### config.mk
export PLATFORM = sky130hd
export DESIGN_NAME = multdiv_arbiter
export DESIGN_NICKNAME = d
export VERILOG_FILES = /design/src/rtl/multdiv_arbiter.sv
export SDC_FILE = /design/constraint.sdc
export NUM_CORES = 1
export LEC_CHECK = 0
export BUFFER_PORTS_ARGS = -buffer_cell sky130_fd_sc_hd__buf_2
export CORE_MARGIN = 3
export CORE_UTILIZATION = 29
export DETAILED_ROUTE_END_ITERATION = 16
export PLACE_DENSITY_LB_ADDON = 0.12
export SETUP_SLACK_MARGIN = 0.5
export SYNTH_ARGS = -nofsm -noshare
export SYNTH_HDL_FRONTEND = slang
export SYNTH_SLANG_ARGS = --single-unit
### constraint.sdc
create_clock -name clock -period 2.15 [get_ports clock]
set_clock_uncertainty 0.1 [all_clocks]
set_input_delay 0.215 -clock clock [delete_from_list [all_inputs] [get_ports clock]]
set_output_delay 0.215 -clock clock [all_outputs]
set_load 0.05 [all_outputs]
### src/rtl/multdiv_arbiter.sv
// Two-requester front end for a single shared multiply/divide unit: round-robin
// grant, held operands, one-cycle start pulse, watchdog-guarded response return.
module multdiv_arbiter #(
    parameter int DATA_WIDTH = 32,
    parameter int TIMEOUT    = 40
) (
    input  logic                  clock,
    input  logic                  reset_n,
    input  logic [1:0]            req_valid,
    input  logic [1:0]            req_op,
    input  logic [DATA_WIDTH-1:0] req0_a,
    input  logic [DATA_WIDTH-1:0] req0_b,
    input  logic [DATA_WIDTH-1:0] req1_a,
    input  logic [DATA_WIDTH-1:0] req1_b,
    output logic [1:0]            req_ready,
    output logic [1:0]            rsp_valid,
    input  logic [1:0]            rsp_ready,
    output logic [DATA_WIDTH-1:0] rsp_result,
    output logic                  rsp_exception,
    output logic                  rsp_timeout,
    output logic [DATA_WIDTH-1:0] md_operandA,
    output logic [DATA_WIDTH-1:0] md_operandB,
    output logic                  md_ctrl_mult,
    output logic                  md_ctrl_div,
    input  logic [DATA_WIDTH-1:0] md_result,
    input  logic                  md_exception,
    input  logic                  md_resultRDY,
    output logic                  busy
);

    localparam int WDOG_W = (TIMEOUT > 2) ? $clog2(TIMEOUT) : 1;

    typedef enum logic [1:0] {
        S_IDLE,
        S_ISSUE,
        S_WAIT,
        S_RESP
    } state_t;

    state_t                state_reg;
    logic                  rr_ptr_reg;
    logic                  owner_reg;
    logic [WDOG_W-1:0]     wdog_reg;
    logic [DATA_WIDTH-1:0] operand_a_reg;
    logic [DATA_WIDTH-1:0] operand_b_reg;
    logic [DATA_WIDTH-1:0] result_reg;
    logic                  exception_reg;
    logic                  timeout_reg;
    logic                  ctrl_mult_reg;
    logic                  ctrl_div_reg;
    logic [1:0]            rsp_valid_reg;

    logic [DATA_WIDTH-1:0] req_a [2];
    logic [DATA_WIDTH-1:0] req_b [2];
    logic [1:0]            grant;
    logic                  accept;
    logic                  accept_idx;
    logic                  rdy_ok;
    logic                  wdog_expired;

    assign req_a[0] = req0_a;
    assign req_b[0] = req0_b;
    assign req_a[1] = req1_a;
    assign req_b[1] = req1_b;

    // A requester wins when it is the only one asking, or when the pointer names it.
    generate
        for (genvar gi = 0; gi < 2; gi++) begin : g_grant
            assign grant[gi] = req_valid[gi] &
                               (~req_valid[1-gi] | (rr_ptr_reg == 1'(gi)));
        end
    endgenerate

    assign req_ready  = (state_reg == S_IDLE) ? grant : 2'b00;
    assign accept     = |req_ready;
    assign accept_idx = req_ready[1];

    // The first WAIT cycle can still see a ready left over from an earlier operation.
    assign rdy_ok       = md_resultRDY && (wdog_reg != '0);
    assign wdog_expired = (wdog_reg == WDOG_W'(TIMEOUT - 1));

    always_ff @(posedge clock or negedge reset_n) begin
        if (!reset_n) begin
            state_reg     <= S_IDLE;
            rr_ptr_reg    <= 1'b0;
            owner_reg     <= 1'b0;
            wdog_reg      <= '0;
            operand_a_reg <= '0;
            operand_b_reg <= '0;
            result_reg    <= '0;
            exception_reg <= 1'b0;
            timeout_reg   <= 1'b0;
            ctrl_mult_reg <= 1'b0;
            ctrl_div_reg  <= 1'b0;
            rsp_valid_reg <= 2'b00;
        end else begin
            case (state_reg)
                S_IDLE: begin
                    if (accept) begin
                        owner_reg     <= accept_idx;
                        operand_a_reg <= req_a[accept_idx];
                        operand_b_reg <= req_b[accept_idx];
                        rr_ptr_reg    <= ~accept_idx;
                        ctrl_mult_reg <= ~req_op[accept_idx];
                        ctrl_div_reg  <= req_op[accept_idx];
                        state_reg     <= S_ISSUE;
                    end
                end
                S_ISSUE: begin
                    ctrl_mult_reg <= 1'b0;
                    ctrl_div_reg  <= 1'b0;
                    wdog_reg      <= '0;
                    state_reg     <= S_WAIT;
                end
                S_WAIT: begin
                    wdog_reg <= wdog_reg + 1'b1;
                    if (rdy_ok) begin
                        result_reg    <= md_result;
                        exception_reg <= md_exception;
                        timeout_reg   <= 1'b0;
                        rsp_valid_reg <= owner_reg ? 2'b10 : 2'b01;
                        state_reg     <= S_RESP;
                    end else if (wdog_expired) begin
                        result_reg    <= '0;
                        exception_reg <= 1'b1;
                        timeout_reg   <= 1'b1;
                        rsp_valid_reg <= owner_reg ? 2'b10 : 2'b01;
                        state_reg     <= S_RESP;
                    end
                end
                S_RESP: begin
                    if (rsp_ready[owner_reg]) begin
                        rsp_valid_reg <= 2'b00;
                        state_reg     <= S_IDLE;
                    end
                end
                default: state_reg <= S_IDLE;
            endcase
        end
    end

    assign rsp_valid     = rsp_valid_reg;
    assign rsp_result    = result_reg;
    assign rsp_exception = exception_reg;
    assign rsp_timeout   = timeout_reg;
    assign md_operandA   = operand_a_reg;
    assign md_operandB   = operand_b_reg;
    assign md_ctrl_mult  = ctrl_mult_reg;
    assign md_ctrl_div   = ctrl_div_reg;
    assign busy          = (state_reg != S_IDLE);

endmodule

# Word-level counts from Yosys, hierarchy flattened
# Cells that the tools add are included.
[word_totals]
regBits = 112
word_cells = 77
out_inout_bits = 105
[classes]
n_eq_ne = 7
order_cmp = 3
n_addsub = 1
n_mux = 30
reduce_logical = 14
n_bitwise = 10
[ops]
columns = ["cell", "n"]
rows = [
  ["$mux 32", 8],
  ["$mux 2", 8],
  ["$pmux 6 s2", 1],
  ["$reduce_bool 2->1", 5],
  ["$mux 1", 9],
  ["$pmux 2 s4", 1],
  ["$add 6x1->6 const B", 1],
  ["$eq 6x6->1 const B", 1],
  ["$reduce_and 2->1", 3],
  ["$reduce_and 3->1", 2],
  ["$reduce_bool 6->1", 1],
  ["$not 1->1", 5],
  ["$eq 2x2->1 const B", 2],
  ["$lt 1x2->1 const B", 2],
  ["$ne 2x2->1 const B", 2],
  ["$pmux 1 s2", 2],
  ["$pmux 2 s2", 1],
  ["$ne 3x3->1 const B", 1],
  ["$and 1x1->1", 2],
  ["$eq 2x1->1 const B", 1],
  ["$ge 2x2->1 const B", 1],
  ["$logic_not 2->1", 1],
  ["$not 1->2", 1],
  ["$or 1x1->1", 2],
  ["2 further kinds", 2],
]

# Longest topological paths before layout
[logic_depth]
ltp_word = 9
ltp_mapped = 9
mapped_depth_nobuf = 6

# Least setup slack after synthesis
# Ideal clock, no wire load.
[synth_timing]
path_type = "reg2reg"
from = "reg state_reg[0]"
to = "reg operand_b_reg[10] (netlist: md_operandB[10])"
setup_slack_ns = -0.211
arrival_ns = 2.192
setup_time_ns = 0.069
path_buffers = 2
stages_incl_launch_ff = 9
cell_sequence = "dfrtp_1 -> inv_1 -> ha_1 -> nand2_1 -> a21oi_1 -> buf_2 -> clkbuf_1 -> a222oi_1 -> inv_1"
[synth_between]
elab_chain_len = 6
elab_cells_between_ends = 8
classes_between = "4 x mux; 1 x bitwise; 3 x reduce/logical"
[synth_lines]
columns = ["item", "line_no", "rtl"]
rows = [
  ["start, declared", "40", "state_t state_reg;"],
  ["start signal, assigned", "84", "state_reg <= S_IDLE;"],
  ["start signal, assigned", "106", "state_reg <= S_ISSUE;"],
  ["start signal, assigned", "113", "state_reg <= S_WAIT;"],
  ["$logic_not 2->1 (*)", "74", "assign req_ready = (state_reg == S_IDLE) ? grant : 2'b00;"],
  ["$mux 2 (*)", "74", ""],
  ["net req_ready[1]", "15", "output logic [1:0] req_ready,"],
  ["$not 1->2 (implied by the code)", "102", "operand_b_reg <= req_b[accept_idx];"],
  ["$mux 32 (implied by the code) (3 in a row)", "102", ""],
  ["end signal, assigned", "102", ""],
  ["end, declared", "45", "logic [DATA_WIDTH-1:0] operand_b_reg;"],
]
# The timed path passes the listed nets; every way through them passes the cells marked *. The select of a mux whose other input is x is not followed.
# A chain may end at the register's enable or synchronous reset.

# Final worst setup path
[layout_timing]
from = "reg wdog_reg[0]"
to = "reg result_reg[8] (netlist: rsp_result[8])"
[layout_between]
elab_chain_len = 4
elab_cells_between_ends = 6
classes_between = "1 x eq/ne; 1 x mux; 4 x reduce/logical"
[layout_lines]
columns = ["item", "line_no", "rtl"]
rows = [
  ["start, declared", "43", "logic [WDOG_W-1:0] wdog_reg;"],
  ["start signal, assigned", "116", "wdog_reg <= wdog_reg + 1'b1;"],
  ["$reduce_bool 6->1", "79", "assign rdy_ok = md_resultRDY && (wdog_reg != '0);"],
  ["$logic_and 1x1->1", "79", ""],
  ["$reduce_bool 2->1 (no line)", "-", ""],
  ["$reduce_and 2->1 (no line)", "-", ""],
  ["end signal, assigned", "118", "result_reg <= md_result;"],
  ["end, declared", "46", "logic [DATA_WIDTH-1:0] result_reg;"],
]
# Several ways; a longest one is shown, not always the timed one.

==> results.md <==
- Syn Nets: about 590
- Worst-path clk slew: 80 ps
- Startpoint of the tightest hold check path: req1_b[3]
- Number of instances in the synthesized netlist: 415
- Clock insertion delay at the later pin of the skew report: 350 ps
- PnR Total Power: 13400 µW
- Initial cell density of the core: 29.9%
- CTS sink count: 112
- Floorplan die area: 18100 µm²
- Area of the core: 16100 µm²
- Post-DP HPWL: 11.0 mm
- Share of the clock period used by the worst path: 96.0%
- Final Routed Wirelength: 17.8 mm
- Commonest cells post-synth: sky130_fd_sc_hd__dfrtp_1, sky130_fd_sc_hd__nand2_1, sky130_fd_sc_hd__inv_1, sky130_fd_sc_hd__o21ai_0, sky130_fd_sc_hd__mux2i_1
- P&R area growth vs syn: 79.0%
- Setup repair after global routing missed its margin: yes
- Max frequency: 485 MHz
- Number of DRC violations after detailed routing: 0
- DR WL/cell: 17.4 µm
- Worst Tran Pin Value: 852 ps
- Maximum buffer depth of the clock tree: 2
- Max-slew headroom: 43.2%
- Most used DFF post-synth: sky130_fd_sc_hd__dfrtp_1
- Met3 demand-to-capacity share in global routing: 3.69%
- Number of top-level design ports: 275
- End-of-flow core utilization: 53.4%
- Post-Synthesis Cell Area: ~4800 µm²
- Post-detailed-route count of antenna-violating nets: 0
- Fraction of met2 tracks used by global routing: 32.5%
- Post-synthesis average cell area: 11.6 µm²
- Reg2reg start: wdog_reg[0]
- FF+latch count, synth: 112
- Kind of critical path: reg -> reg
- Final-layout fill cell count: between 1000 and 1500
- MaxCap Viol Count: 0
- CTS tree: done
- Hold-critical path endpoint: md_operandB[3]
- Hold slack final: 8.55 ps
- Clock period minus worst slack: 2060 ps
- Yosys top cell area share: 58.5%
- Row cnt: 46
- Multi-input logic area: about 2000 µm²
- Grt ovf: 0
- Share of synthesized registers carrying an async set or reset: between 90% and 100%
- Vias in the first global route: 4850
- Worst min-delay path class: in -> reg
- Top-count cell post-synth: sky130_fd_sc_hd__dfrtp_1
- Number of flops mapped to enable cells by yosys: 0
- Setup Viol. Count Final: 0
- Gr busiest metal: met2
- Type of destination of the critical path: flop
- CTS root buffer: sky130_fd_sc_hd__clkbuf_16
- Number of buffers created by CTS: 9
- Final number of hold-violating endpoints: 0
- GR Util met1: 21.9%
- Count of cells along the worst hold path: 3
- Number of unique standard cell types used by synthesis: 33
- Leakage power: 0.00443 µW
- Final Slew Violations: 0
- Combined global-route utilization of all metal layers: 18.3%
- Startpoint Class: flop
- Share of cells above drive strength 1: around half
- Number of warnings issued by yosys: 0
- Final net count: about 1000
- Chip width: 135 µm
- Global-route wire length before repair: 26.0 mm
- Post-synthesis sequential area ratio: about 58%
- Count of buffers inserted at the top-level ports: 274
- Worst reg-to-reg setup slack: ~87 ps
- Reg2reg end: rsp_result[8]
- Worst Reg-to-Reg Cells: 8
- Maximum vdd ir drop: 0.823 mV
- Vias per std cell: 4.73
- Routed via count: 4854
- Dominant cells by area after synthesis: sky130_fd_sc_hd__dfrtp_1, sky130_fd_sc_hd__mux2i_1, sky130_fd_sc_hd__a222oi_1
- Antenna fix cells: 0
- Peak fanout along the critical path: 16
- FF+latch area: ~2800 µm²
- Die outline height: 135 µm
- Cell taking the most area after synthesis: sky130_fd_sc_hd__dfrtp_1
- Largest net degree at the start of global routing: 60
- Run status: completed
- Initial antenna violation count: 0
- H-tree levels: 3
- Total Neg Setup Slack: 0 ps
- WP data arrival: 2240 ps
- Number of iterations in the first detailed-routing pass: 8
- Total power per unit cell area: 1560 nW/µm²
- Placer congestion estimate: just over 0.8
- Required @ worst endpoint: 2330 ps
- Initial DRC Count: 343
==> worst max path at each step <==
stage / from / end / slack, ps / depth (start not counted)
2_1_floorplan: wdog_reg[0] / rsp_result[22] / 180 / 9
3_3_place_gp: wdog_reg[0] / rsp_result[20] / 110 / 6
3_5_place_dp: wdog_reg[0] / rsp_result[18] / 80 / 6
4_1_cts: wdog_reg[0] / rsp_result[6] / 80 / 8
5_1_grt: wdog_reg[0] / rsp_valid[1] / 9 / 8
6_report: wdog_reg[0] / rsp_result[8] / 90 / 8
==> worst max-delay path, cell delays in order (launching register included) <==
cell and delay, ps:
sky130_fd_sc_hd__dfrtp_1 410, sky130_fd_sc_hd__inv_2 90, sky130_fd_sc_hd__ha_4 120, sky130_fd_sc_hd__or4b_4 460, sky130_fd_sc_hd__o211a_4 270, sky130_fd_sc_hd__nor2b_4 150
sky130_fd_sc_hd__buf_6 120, sky130_fd_sc_hd__buf_12 130, sky130_fd_sc_hd__a22o_1 130
==> final cells by class <==
type                       count  share of cell area (%)
clock buffer                  12                    2.99
clock inverter                 4                   0.437
inverter                      42                    1.90
multi-input combinational    231                    22.8
sequential                   112                    32.7
tap                          216                    3.15
timing repair buffer         409                    36.0
==> cells in the final DEF, fill, tap and decap left out, types with 2 or more instances in the layout <==
cell,netlist,routed
sky130_fd_sc_hd__dlygate4sd3_1,0,77
sky130_fd_sc_hd__dfrtp_1,112,112
sky130_fd_sc_hd__a21oi_1,8,5
sky130_fd_sc_hd__mux2i_1,37,22
sky130_fd_sc_hd__inv_1,42,37
sky130_fd_sc_hd__o21ai_1,1,31
sky130_fd_sc_hd__buf_6,5,10
sky130_fd_sc_hd__mux2_2,3,2
sky130_fd_sc_hd__ha_1,7,5
sky130_fd_sc_hd__clkbuf_8,0,2
sky130_fd_sc_hd__buf_8,0,3
sky130_fd_sc_hd__nor3_1,2,2
sky130_fd_sc_hd__clkinv_4,0,3
sky130_fd_sc_hd__ha_4,0,2
sky130_fd_sc_hd__a21oi_4,0,2
sky130_fd_sc_hd__a222oi_1,28,28
sky130_fd_sc_hd__o32ai_1,3,2
sky130_fd_sc_hd__buf_4,0,21
sky130_fd_sc_hd__mux2i_2,0,4
sky130_fd_sc_hd__nand2_1,45,43
sky130_fd_sc_hd__a22o_1,32,32
sky130_fd_sc_hd__buf_12,0,14
sky130_fd_sc_hd__buf_16,0,10
sky130_fd_sc_hd__clkbuf_16,0,13
sky130_fd_sc_hd__inv_2,0,4
sky130_fd_sc_hd__nand3_1,4,4
sky130_fd_sc_hd__buf_2,7,270
sky130_fd_sc_hd__o21ai_0,42,7
sky130_fd_sc_hd__nand2_4,0,2
sky130_fd_sc_hd__mux2i_4,0,11
sky130_fd_sc_hd__a21o_1,2,2
sky130_fd_sc_hd__nor2_1,3,3
sky130_fd_sc_hd__o21ai_2,0,5
==> where the power goes <==
group	switching (µW)	total (µW)	internal (µW)
clock	786	1650	866
sequential	540	3600	3060
combinational	5390	8140	2740
total	6720	13400	6670
==> routing by layer <==
| metal | wire [µm] | vias to the layer above |
|---|---|---|
| met5 | 0 | - |
| met4 | 429 | 0 |
| met3 | 958 | 30 |
| met2 | 9290 | 176 |
| met1 | 7130 | 2352 |
| li1 | - | 2296 |
==> stage by stage <==
stage	instance area, µm²	instances	setup WS (ps)
5_1_grt	8580	1026	8.81
4_1_cts	8130	1010	80.8
3_3_place_gp	6470	886	112
2_1_floorplan	4870	415	178
3_5_place_dp	6470	886	76.3
6_report	8580	1026	86.6
==> cell families after synthesis <==
kind of cell	Yosys count	synth area share [%]
flops	112	58.5
fa+ha+maj	7	1.83
buf+inv	73	6.68
compound gates	122	18.9
simple gates	60	5.48
mux	40	8.43
xor+xnor	1	0.183
==> what timing repair did <==
item | in CTS | in global routing
endpoints found under the hold margin | 84 | 0
setup buffers | 20 | 12
resized for setup | 49 | 73
pin swaps | 29 | 12
hold buffers | 77 | 0
setup endpoints to repair | 108 | 109
gates cloned | 11 | 4
(Power assumes the default switching activity.)
